## src/rtl/gerador_asteroide.sv

```systemverilog
// gerador_asteroide: spawns new asteroid entries (x, y, opcode) on the border of
// the 16x16 field, heading inward, avoiding the ship's cell.
// Optional debug outputs are enabled with the ASTE_GERADOR_DB_EN macro.
//
// Ports:
//   clock, reset         rising-edge clock, async active-high reset
//   pede_aste            spawn request (sampled in OCIOSO)
//   aceito               consumer accepted the entry (sampled in VALIDO)
//   nave_coor_x/y        ship coordinates, compared while in CHECA
//   carrega_semente      load semente into the LFSR (0 selects SEED)
//   semente              seed value
//   random_x/y/opcode    latched entry; qualify with valido
//   valido               entry valid
//   pronto               idle, ready for a request
//   db_estado, db_lfsr   (ASTE_GERADOR_DB_EN only) state and LFSR snapshot
module gerador_asteroide #(
  parameter logic [15:0] SEED     = 16'hACE1,
  parameter int unsigned MAX_TENT = 3,
  parameter int unsigned COOLDOWN = 4
) (
  input  logic        clock,
  input  logic        reset,
  input  logic        pede_aste,
  input  logic        aceito,
  input  logic [3:0]  nave_coor_x,
  input  logic [3:0]  nave_coor_y,
  input  logic        carrega_semente,
  input  logic [15:0] semente,
  output logic [3:0]  random_x,
  output logic [3:0]  random_y,
  output logic [1:0]  random_opcode,
  output logic        valido,
  output logic        pronto
`ifdef ASTE_GERADOR_DB_EN
  ,
  output logic [1:0]  db_estado,
  output logic [15:0] db_lfsr
`endif
);

  localparam int unsigned TENT_W = 4;
  localparam int unsigned CONT_W = 8;
  localparam logic [TENT_W-1:0] MAX_TENT_L = TENT_W'(MAX_TENT);
  localparam logic [CONT_W-1:0] COOLDOWN_L = CONT_W'(COOLDOWN);

  typedef enum logic [1:0] {
    OCIOSO = 2'b00,
    CHECA  = 2'b01,
    VALIDO = 2'b10,
    ESPERA = 2'b11
  } estado_t;

  estado_t             estado_q, estado_d;
  logic [15:0]         lfsr_q, lfsr_d;
  logic [TENT_W-1:0]   tent_q, tent_d;
  logic [CONT_W-1:0]   cont_q, cont_d;
  logic [3:0]          x_d, y_d;
  logic [1:0]          op_d;
  logic                valido_d, pronto_d;
  logic [3:0]          cand_x, cand_y;
  logic [1:0]          cand_op;
  logic [3:0]          pos;
  logic                colide;

  // LFSR next value; a zero seed would lock the LFSR, so it selects SEED
  always_comb begin
    if (carrega_semente) begin
      lfsr_d = (semente == 16'h0000) ? SEED : semente;
    end else begin
      lfsr_d = {lfsr_q[14:0], lfsr_q[15] ^ lfsr_q[13] ^ lfsr_q[12] ^ lfsr_q[10]};
    end
  end

  // Border candidate from the current LFSR: side picks the edge and heading
  always_comb begin
    pos     = lfsr_q[5:2];
    cand_op = lfsr_q[1:0];
    cand_x  = 4'd0;
    cand_y  = 4'd0;
    case (lfsr_q[1:0])
      2'b00: begin cand_x = 4'd0;  cand_y = pos;   end
      2'b01: begin cand_x = 4'd15; cand_y = pos;   end
      2'b10: begin cand_x = pos;   cand_y = 4'd0;  end
      default: begin cand_x = pos; cand_y = 4'd15; end
    endcase
  end

  assign colide = (random_x == nave_coor_x) && (random_y == nave_coor_y);

  // Next-state and next-output logic
  always_comb begin
    estado_d = estado_q;
    tent_d   = tent_q;
    cont_d   = cont_q;
    x_d      = random_x;
    y_d      = random_y;
    op_d     = random_opcode;

    case (estado_q)
      OCIOSO: begin
        if (pede_aste) begin
          x_d      = cand_x;
          y_d      = cand_y;
          op_d     = cand_op;
          tent_d   = '0;
          estado_d = CHECA;
        end
      end
      CHECA: begin
        if (!colide) begin
          estado_d = VALIDO;
        end else if (tent_q < MAX_TENT_L) begin
          x_d    = cand_x;
          y_d    = cand_y;
          op_d   = cand_op;
          tent_d = tent_q + TENT_W'(1);
        end else begin
          // Out of retries: mirror through the centre, which keeps the entry
          // on the opposite border heading inward; not rechecked.
          x_d      = 4'd15 - random_x;
          y_d      = 4'd15 - random_y;
          op_d     = random_opcode ^ 2'b01;
          estado_d = VALIDO;
        end
      end
      VALIDO: begin
        if (aceito) begin
          if (COOLDOWN_L == '0) begin
            estado_d = OCIOSO;
          end else begin
            cont_d   = COOLDOWN_L;
            estado_d = ESPERA;
          end
        end
      end
      ESPERA: begin
        if (cont_q <= CONT_W'(1)) begin
          estado_d = OCIOSO;
        end else begin
          cont_d = cont_q - CONT_W'(1);
        end
      end
      default: estado_d = OCIOSO;
    endcase

    valido_d = (estado_d == VALIDO);
    pronto_d = (estado_d == OCIOSO);
  end

  // State and output registers
  always_ff @(posedge clock or posedge reset) begin
    if (reset) begin
      estado_q      <= OCIOSO;
      lfsr_q        <= SEED;
      tent_q        <= '0;
      cont_q        <= '0;
      random_x      <= '0;
      random_y      <= '0;
      random_opcode <= '0;
      valido        <= 1'b0;
      pronto        <= 1'b1;
    end else begin
      estado_q      <= estado_d;
      lfsr_q        <= lfsr_d;
      tent_q        <= tent_d;
      cont_q        <= cont_d;
      random_x      <= x_d;
      random_y      <= y_d;
      random_opcode <= op_d;
      valido        <= valido_d;
      pronto        <= pronto_d;
    end
  end

`ifdef ASTE_GERADOR_DB_EN
  assign db_estado = estado_q;
  assign db_lfsr   = lfsr_q;
`endif

endmodule

```

## config.mk

```make
export PLATFORM = sky130hd
export DESIGN_NAME = gerador_asteroide
export DESIGN_NICKNAME = d
export VERILOG_FILES = /design/src/rtl/gerador_asteroide.sv
export SDC_FILE = /design/constraint.sdc
export NUM_CORES = 1
export LEC_CHECK = 0
export BUFFER_PORTS_ARGS = -buffer_cell sky130_fd_sc_hd__buf_2
export CAP_MARGIN = 20
export CORE_ASPECT_RATIO = 0.75
export CORE_MARGIN = 2
export CORE_UTILIZATION = 48
export DETAILED_ROUTE_END_ITERATION = 12
export PLACE_DENSITY_LB_ADDON = 0.08
export SKIP_CTS_REPAIR_TIMING = 1
export SYNTH_ARGS = -nofsm -noshare
export SYNTH_HDL_FRONTEND = slang
export SYNTH_SLANG_ARGS = --single-unit
```

## constraint.sdc

```tcl
create_clock -name clock -period 2.05 [get_ports clock]
set_clock_uncertainty 0.1 [all_clocks]
set_input_delay 0.41 -clock clock [delete_from_list [all_inputs] [get_ports clock]]
set_output_delay 0.41 -clock clock [all_outputs]
set_load 0.005 [all_outputs]
```

Word level (Yosys, flattened, before mapping):

Cells that the tools add are included.

* add/sub/neg operators: 4
* $lt $le $gt $ge: 2
* eq/ne operators: 13
* multiplexer cells: 29
* bitwise logic cells: 4
* reductions and logical operators: 11

Operators by type and width (count)
* 4-bit case mux with 2 select lines: 5
* 4-bit 2-to-1 mux: 9
* 16-bit 2-to-1 mux: 2
* 16-bit zero test: 1
* 2-bit 2-to-1 mux: 8
* 8-bit 2-to-1 mux: 2
* 8-bit case mux with 2 select lines: 1
* 2-bit inequality test (second input constant): 5
* 2-bit equality test (second input constant): 4
* 4-bit equality test: 2
* 8-bit by 1-bit <= comparator with 1-bit output (second input constant): 1
* 2-bit case mux with 4 select lines: 1
* 4-bit subtractor (first input constant): 2
* 8-bit by 1-bit subtractor with 8-bit output (second input constant): 1
* 2-bit zero test: 3
* 3-bit AND reduction: 2
* 4-bit by 1-bit adder with 4-bit output (second input constant): 1
* 2-bit by 1-bit equality test with 1-bit output (second input constant): 2
* 4-bit by 2-bit < comparator with 1-bit output (second input constant): 1
* 2-bit case mux with 2 select lines: 1
* 4-bit AND reduction: 1
* 2-bit nonzero test: 2
* 1-bit XOR: 3
* 2-bit OR reduction: 1
* other kinds (2): 2

* bits in registers: 42
* input bits: 29
* output and inout bits: 12

Depth between registers and ports, before layout:

Gate-level depths: netlist of the first run.

* depth in word-level cells: 6
* depth in mapped cells: 7
* gate-level depth less buffers: 7

Worst setup path after synthesis of the first run:

Ideal clock, no wire load.

* kind: register to register
* from: register cont_q[0]
* to: register cont_q[3]
* library setup time: 0.127 ns
* data arrival time: 1.645 ns
* required time: 1.823 ns
* slack: 0.178 ns
* stages on the path, launching flop included: 8
* path buffers: 0
* clock period less this slack: 1.872 ns
* cell sequence: dfrtp_1 > inv_1 > ha_1 > o21bai_1 > o31ai_4 > or4_1 > nand3_1 > o21ai_0

* word-level cells in the longest chain between the ends: 3

RTL lines
* from (decl): line 56 `logic [CONT_W-1:0] cont_q, cont_d;`
* from (signal assigned): line 166 `cont_q <= cont_d;`
* 8-bit by 1-bit subtractor with 8-bit output or 8-bit by 1-bit <= comparator with 1-bit output (tied branches): line 140, 137
* 8-bit 2-to-1 mux or 2-bit inequality test (tied branches)
* 8-bit case mux with 2 select lines or 3-bit AND reduction (tied branches)

Several ways; a longest one is shown, not always the timed one. The select of a mux whose other input is x is not followed.
A chain may end at the register's enable or synchronous reset.

Final worst setup path of the first run:

* from: register cont_q[3]
* to: register cont_q[5]

The elaborated chain is that of the path after synthesis.

==> results of run 1 <==
[per-stage QoR]
step | total power [W] | utilization (%) | std cells
after floorplan | 0.00204 | - | 205
after global placement | 0.00238 | 56.8 | 307
after detailed placement | 0.00240 | 56.8 | 307
after CTS | 0.00297 | 58.9 | 315
after global routing | 0.00320 | 59.2 | 315
final | 0.00297 | 59.2 | 315
[kinds of logic (layout without fill, tap and decap cells)]
family,Yosys count,count (layout)
adder cells (fa/ha/maj),3,3
multiplexers,14,14
AO/OA/AOI/OAI,63,63
AND/OR/NAND/NOR,57,57
flip-flops,42,42
XOR/XNOR,15,15
buffers and inverters,11,64
[cells in the final DEF, fill, tap and decap left out, drive strengths merged, types with 5 or more instances in the layout]
cell,synthesis,final
nor4,7,7
o22a,8,8
nor2,12,12
xor2,10,10
clkbuf,3,6
dfrtp,33,33
xnor2,5,5
mux2,10,10
inv,5,5
a21oi,8,8
dfstp,9,9
o21ai,29,29
a21o,8,8
buf,3,51
nand2,10,10
[synth_stat cells (all sizes together), types with 4 or more instances]
cell type and number:
a21o 8, a21oi 8, dfrtp 33, dfstp 9, inv 5, mux2 10
mux2i 4, nand2 10, nand2b 4, nand3 4, nor2 12, nor2b 4
nor3 4, nor4 7, o21ai 29, o22a 8, o31ai 4, xnor2 5
xor2 10
[report_power, final]
| group | switching (W) | internal [W] | total [W] |
|---|---|---|---|
| Sequential | 0.000223 | 0.00106 | 0.00128 |
| Combinational | 0.000569 | 0.000554 | 0.00112 |
| Clock | 0.000291 | 0.000271 | 0.000562 |
[worst max-delay path by stage]
stage	cells past startpoint	slack [ns]	to	start
floorplan	7	0.18	cont_q[3]$_DFFE_PP0P_	cont_q[0]$_DFFE_PP0P_
global placement	6	0.07	tent_q[1]$_DFFE_PP0P_	nave_coor_y[2]
detailed placement	6	0.05	tent_q[1]$_DFFE_PP0P_	nave_coor_y[2]
CTS	7	0.09	cont_q[3]$_DFFE_PP0P_	cont_q[0]$_DFFE_PP0P_
global route	7	0.05	cont_q[3]$_DFFE_PP0P_	cont_q[0]$_DFFE_PP0P_
finish	5	0.16	cont_q[5]$_DFFE_PP0P_	cont_q[3]$_DFFE_PP0P_
[per-layer routing]
layer | track usage, % | share of wire, % | vias up | wire [um]
li1 | - | - | 852 | -
met4 | 4.38 | 0.82 | 0 | 36
met2 | 27.1 | 41 | 40 | 1820
met1 | 28.9 | 53 | 801 | 2330
met5 | 0 | 0 | - | 0
met3 | 4.94 | 4.6 | 5 | 201
[final cells by class]
class | instances | area [um2] | share of cell area (%)
Multi-Input combinational cell | 152 | 1080 | 41.5
Sequential cell | 42 | 1060 | 40.6
Timing Repair Buffer | 51 | 283 | 10.8
Clock buffer | 6 | 82.6 | 3.16
Tap cell | 57 | 71.3 | 2.73
Inverter | 5 | 18.8 | 0.718
Clock inverter | 2 | 12.5 | 0.479
[critical path, cell delays in order, from the launching register on]
cell and delay [ns]:
dfrtp_1 0.42, or4_4 0.59, o31ai_4 0.36, nor4_1 0.12, xnor2_1 0.14, nor2_1 0.05
[sequential cells by signal, indices dropped and copies added (netlist names)]
signal         cells
valido             1
estado_q           2
random_y           4
lfsr_q            16
random_opcode      2
random_x           4
pronto             1
tent_q             4
cont_q             8
==> insert_results.sql, run 1 <==
INSERT INTO impl_metrics (metric_group, metric, value, unit) VALUES
('run_status', 'outcome', 'completed', ''),
('timing', 'worst_slew_margin_rel', '65.1', '%'),
('drt', 'route.detailed.vias_per_inst', '5.39', ''),
('grt', 'gr-usage-all-layers', '19.0', '%'),
('timing', 'final_min_period_over_clock_period', '92.2', '%'),
('timing', 'finalSetupViolations', '0', ''),
('timing', 'fmaxAchievable', '0.529', 'GHz'),
('yosys', 'synth.area.mux_share', '7.01', '%'),
('critical_path', 'worst-endpoint-required', '2.13', 'ns'),
('pwr', 'power_leakage', '1.18', 'nW'),
('yosys', 'synth.top_cell.area_share', '37.9', '%'),
('yosys', 'post_synth_fa_ha_maj_area_fraction', '1.72', '%'),
('clock_tree', 'cts_root_buffer', 'clkbuf_8', ''),
('die', 'pin_count', '41', ''),
('timing', 'timing_hold_violations_final', '0', ''),
('clock_tree', 'clkSlewWorstSetupHoldPaths', '0.08', 'ns'),
('clock_tree', 'clock_sinks', '42', ''),
('yosys', 'synth_compound_gate_area_share', '19.5', '%'),
('clock_tree', 'cts_htree_levels', '2', ''),
('die', 'row_count', '21', ''),
('timing', 'slew_viol_final', '0', ''),
('grt', 'global_route_wire_length_before_repair', '7580', 'um'),
('layout', 'areaGrowthSynthToFinish', '20.1', '%'),
('layout', 'final_nets', '289', ''),
('pwr', 'pwr_density_cell', '1130', 'nW/um2'),
('layout', 'post_route_cells_drive_above_1_share', '32.6', '%'),
('timing', 'post-route-min-period', '1.89', 'ns'),
('yosys', 'dominant_register_cell_in_the_synthesized_netlist', 'dfrtp_1', ''),
('die', 'design.core.area', '4410', 'um2'),
('yosys', 'post_synth_and_or_nand_nor_area_fraction', '14.9', '%'),
('yosys', 'syn-mean-instance-area', '10.6', 'um2'),
('yosys', 'number_of_standard_cells_after_synthesis', '205', ''),
('layout', 'final_instance_area', '2610', 'um2'),
('critical_path', 'regToRegEndpoint', 'cont_q[5]$_DFFE_PP0P_', ''),
('clock_tree', 'cts_buf_count', '5', ''),
('yosys', 'synthesis.nets', '237', ''),
('grt', 'grt_antenna_before_repair', '0', ''),
('run', 'timing.max_cap.violations', '0', ''),
('drt', 'vias', '1698', ''),
('layout', 'n_antenna_cell', '0', ''),
('drt', 'detail-route-antenna-nets', '0', ''),
('place', 'numPortBuffers', '40', ''),
('timing', 'finalSetupTns', '0', 'ns'),
('place', 'gp_congestion', '0.770', ''),
('yosys', 'synth_cell_types', '41', ''),
('clock_tree', 'worstSkewPairLatency', '0.29', 'ns'),
('yosys', 'synth-seq-area-share', '48.8', '%'),
('timing', 'hold-worst-slack', '0.137', 'ns'),
('yosys', 'synth.cell_area', '2180', 'um2'),
('die', 'initial_core_util', '49.3', '%'),
('place', 'preCtsSetupSlack', '0.0466', 'ns'),
('yosys', 'synthDominantAreaCellType', 'dfrtp_1', ''),
('critical_path', 'critical_path_arrival', '1.97', 'ns'),
('drt', 'routed_wire_length_per_instance', '13.9', 'um'),
('layout', 'fill_cells', '385', ''),
('critical_path', 'timing.critical_path.fanout_max', '8', ''),
('die', 'die_height', '62.3', 'um'),
('die', 'dieArea', '5100', 'um2'),
('timing', 'worst-slew-pin-transition', '0.524', 'ns'),
('drt', 'drtIter0Drc', '71', ''),
('yosys', 'synthTopCellsByArea', 'dfrtp_1 (38%), dfstp_2 (11%), mux2_2 (4.7%)', ''),
('place', 'placed_area', '2510', 'um2'),
('clock_tree', 'clk_path_buf_depth', '2', ''),
('critical_path', 'setup.reg_to_reg.worst_slack', '0.16', 'ns'),
('min_path', 'timing.hold.worst.class', 'primary input to asynchronous set/reset pin', ''),
('critical_path', 'worstReg2RegStart', 'cont_q[3]$_DFFE_PP0P_', ''),
('yosys', 'xor_and_xnor_area_share_after_synthesis', '6.03', '%'),
('pwr', 'ir_drop', '0.476', 'mV'),
('drt', 'drc_violations_left', '0', ''),
('critical_path', 'r2r_cells', '5', ''),
('yosys', 'synth_enable_flop_cells', '0', '');
Power figures use the tool's default switching activity.
==> run 2, diff against run 1 <==
==> constraint.sdc (replaced) <==
create_clock -name clock -period 1.5 [get_ports clock]
set_clock_uncertainty 0.1 [all_clocks]
set_input_delay 0.3 -clock clock [delete_from_list [all_inputs] [get_ports clock]]
set_output_delay 0.3 -clock clock [all_outputs]
set_load 0.005 [all_outputs]
==> run 2 against run 1 <==
Effect of this change: clock power up 96%; the flow now finishes with violations (setup timing); routed wire length grew 16%; sequential power is 30% higher.
==> insert_results.sql, run 2 (same netlist as run 1, synthesis figures left out) <==
INSERT INTO impl_metrics (metric_group, metric, value, unit) VALUES
('clock_tree', 'worstSkewPairLatency', '0.30', 'ns'),
('drt', 'routed_wirelength', '5100', 'um'),
('die', 'die_height', '62.3', 'um'),
('drt', 'detail-route-antenna-nets', '0', ''),
('die', 'row_count', '21', ''),
('clock_tree', 'clock_sinks', '42', ''),
('pwr', 'switching_share', '34.0', '%'),
('layout', 'mostFrequentLayoutCell', 'buf_4', ''),
('grt', 'groute.layer.met3.usage', '4.94', '%'),
('place', 'numPortBuffers', '40', ''),
('drt', 'drc_violations_left', '0', ''),
('grt', 'grt_remaining_overflow', '0', ''),
('layout', 'largest_register_ffs', '16', ''),
('critical_path', 'worstPathCellList', 'or4_4, o311ai_4, nor3_1, xnor2_1, nor2_1', ''),
('timing', 'worst-slew-pin-transition', '0.377', 'ns'),
('grt', 'global_route.peak_usage_layer', 'met1', ''),
('place', 'gp_congestion', '0.810', ''),
('critical_path', 'critical_path_arrival', '1.90', 'ns'),
('pwr', 'p_seq_share', '33.3', '%'),
('drt', 'firstDrtPassIters', '4', ''),
('critical_path', 'cpLargestDelayFamily', 'simple AND/OR/NAND/NOR gates', ''),
('drt', 'route.detailed.vias_per_inst', '5.34', ''),
('die', 'design.core.area', '4410', 'um2'),
('place', 'preCtsSetupSlack', '-0.328', 'ns'),
('layout', 'largest-register', 'lfsr_q', ''),
('timing', 'post-route-min-period', '1.82', 'ns'),
('timing', 'finalSetupViolations', '24', ''),
('clock_tree', 'cts_htree_levels', '2', ''),
('timing', 'hold-worst-slack', '0.125', 'ns'),
('layout', 'final_cell_mix', 'buf_4 (41), buf_2 (39), dfrtp_1 (32)', ''),
('critical_path', 'critical_path.startpoint_type', 'flip-flop', ''),
('timing', 'fmaxAchievable', '0.551', 'GHz'),
('critical_path', 'slowest_stage', 'or4_4', ''),
('drt', 'drtIter0Drc', '51', ''),
('clock_tree', 'cts_root_buffer', 'clkbuf_8', ''),
('die', 'die_w', '81.8', 'um'),
('grt', 'grt_use_met1', '33.8', '%'),
('run', 'timing.max_cap.violations', '0', ''),
('run_status', 'violations_in_the_final_reports', 'setup timing', ''),
('min_path', 'timing.hold.worst.class', 'primary input to flip-flop', ''),
('pwr', 'share_comb_of_total_power', '44.7', '%'),
('clock_tree', 'cts_tree', 'yes', ''),
('timing', 'final_worst_setup_slack', '-0.316', 'ns'),
('clock_tree', 'clkSlewWorstSetupHoldPaths', '0.09', 'ns'),
('critical_path', 'critPathBufInv', '0', ''),
('run_status', 'outcome', 'finished, violations left', ''),
('grt', 'first_global_vias', '1868', ''),
('grt', 'global_route_wire_length_before_repair', '8850', 'um'),
('timing', 'slew_viol_final', '0', ''),
('critical_path', 'cp_slowest_stage_delay', '0.60', 'ns'),
('drt', 'routed_wire_length_per_instance', '14.6', 'um'),
('drt', 'vias', '1863', ''),
('layout', 'post_route_cells_drive_above_1_share', '47.9', '%'),
('die', 'pin_count', '41', ''),
('timing', 'worst_slew_margin_rel', '74.6', '%'),
('clock_tree', 'clk_path_buf_depth', '2', ''),
('timing', 'final_min_period_over_clock_period', '121', '%'),
('grt', 'globalRouteMet2Util', '32.9', '%'),
('die', 'initial_core_util', '49.3', '%'),
('die', 'dieArea', '5100', 'um2'),
('place', 'dpl.hpwl', '3630', 'um'),
('critical_path', 'worst-endpoint-required', '1.59', 'ns'),
('layout', 'n_antenna_cell', '0', ''),
('critical_path', 'setup.reg_to_reg.worst_slack', '-0.32', 'ns'),
('critical_path', 'worst_setup_path_end_kind', 'flip-flop', ''),
('layout', 'areaGrowthSynthToFinish', '39.7', '%'),
('grt', 'grt_max_degree', '43', ''),
('pwr', 'power.net_switching', '0.00170', 'W'),
('layout', 'largest_registers', 'lfsr_q x16, cont_q x8', ''),
('layout', 'final_nets', '323', ''),
('critical_path', 'criticalPathCategory', 'flip-flop to flip-flop', ''),
('grt', 'gr-usage-all-layers', '22.7', '%'),
('timing', 'rsz0062_at_grt', 'yes', ''),
('pwr', 'ir_drop', '1.16', 'mV'),
('pwr', 'pwr_density_cell', '1650', 'nW/um2'),
('pwr', 'cell_internal_pwr', '0.00330', 'W'),
('timing', 'timing_hold_violations_final', '0', ''),
('clock_tree', 'cts_buf_count', '5', ''),
('pwr', 'power_leakage', '1.40', 'nW'),
('critical_path', 'timing.critical_path.fanout_max', '6', ''),
('grt', 'grt_antenna_before_repair', '0', ''),
('pwr', 'pwr-share-clk', '22.0', '%');
-- run 2: changes by cell type in the layout (fill, tap and decap cells not counted), moves of 3 or more --
cell	before	now
buf_4	11	41
nor2_1	12	9
o21ai_2	0	8
o21ai_1	18	11
-- run 2: final timing paths --
path / from / end / depth (start not counted)
max in group asynchronous: reset / pronto$_DFF_PP1_ / 4
setup reg to reg: cont_q[2]$_DFFE_PP0P_ / cont_q[4]$_DFFE_PP0P_ / 5
setup / recovery: cont_q[2]$_DFFE_PP0P_ / cont_q[4]$_DFFE_PP0P_ / 5
hold reg to reg: lfsr_q[8]$_DFF_PP0_ / lfsr_q[9]$_DFF_PP0_ / 1
min in group asynchronous: reset / lfsr_q[12]$_DFF_PP0_ / 4
hold / removal: semente[5] / lfsr_q[5]$_DFF_PP1_ / 2
-- run 2: power by group through the flow --
stage | Combinational [W] | Sequential [W] | Clock [W]
6_report | 0.00224 | 0.00167 | 0.00110
5_1_grt | 0.00247 | 0.00171 | 0.00118
4_1_cts | 0.00205 | 0.00166 | 0.00111
3_5_place_dp | 0.00203 | 0.00168 | 0
3_3_place_gp | 0.00200 | 0.00168 | 0
2_1_floorplan | 0.00110 | 0.00171 | 0
-- run 2: area by class of cell --
type	instances	area (um2)
inverters	5	18.8
well taps	57	71.3
clock inverters	3	68.8
flip-flops and latches	42	1060
clock buffers	5	68.8
fillers	349	1370
repair buffers	85	576
multi-input cells	152	1170
-- run 2: per-layer routing --
layer / wire, um / up-vias
li1: - / 920
met1: 2530 / 905
met2: 2350 / 33
met3: 175 / 5
met4: 50 / 0
met5: 0 / -
-- run 2: through the flow --
stage	cells	area, um2	setup TNS (ns)	util (%)	power, W
after floorplan	205	2200	-4.03	-	0.00282
after global placement	337	2780	-5.42	63.0	0.00368
after detailed placement	337	2780	-6.08	63.0	0.00371
after CTS	345	2920	-5.99	66.1	0.00482
after global routing	349	3040	-7.87	68.9	0.00536
final	349	3040	-6.08	68.9	0.00501
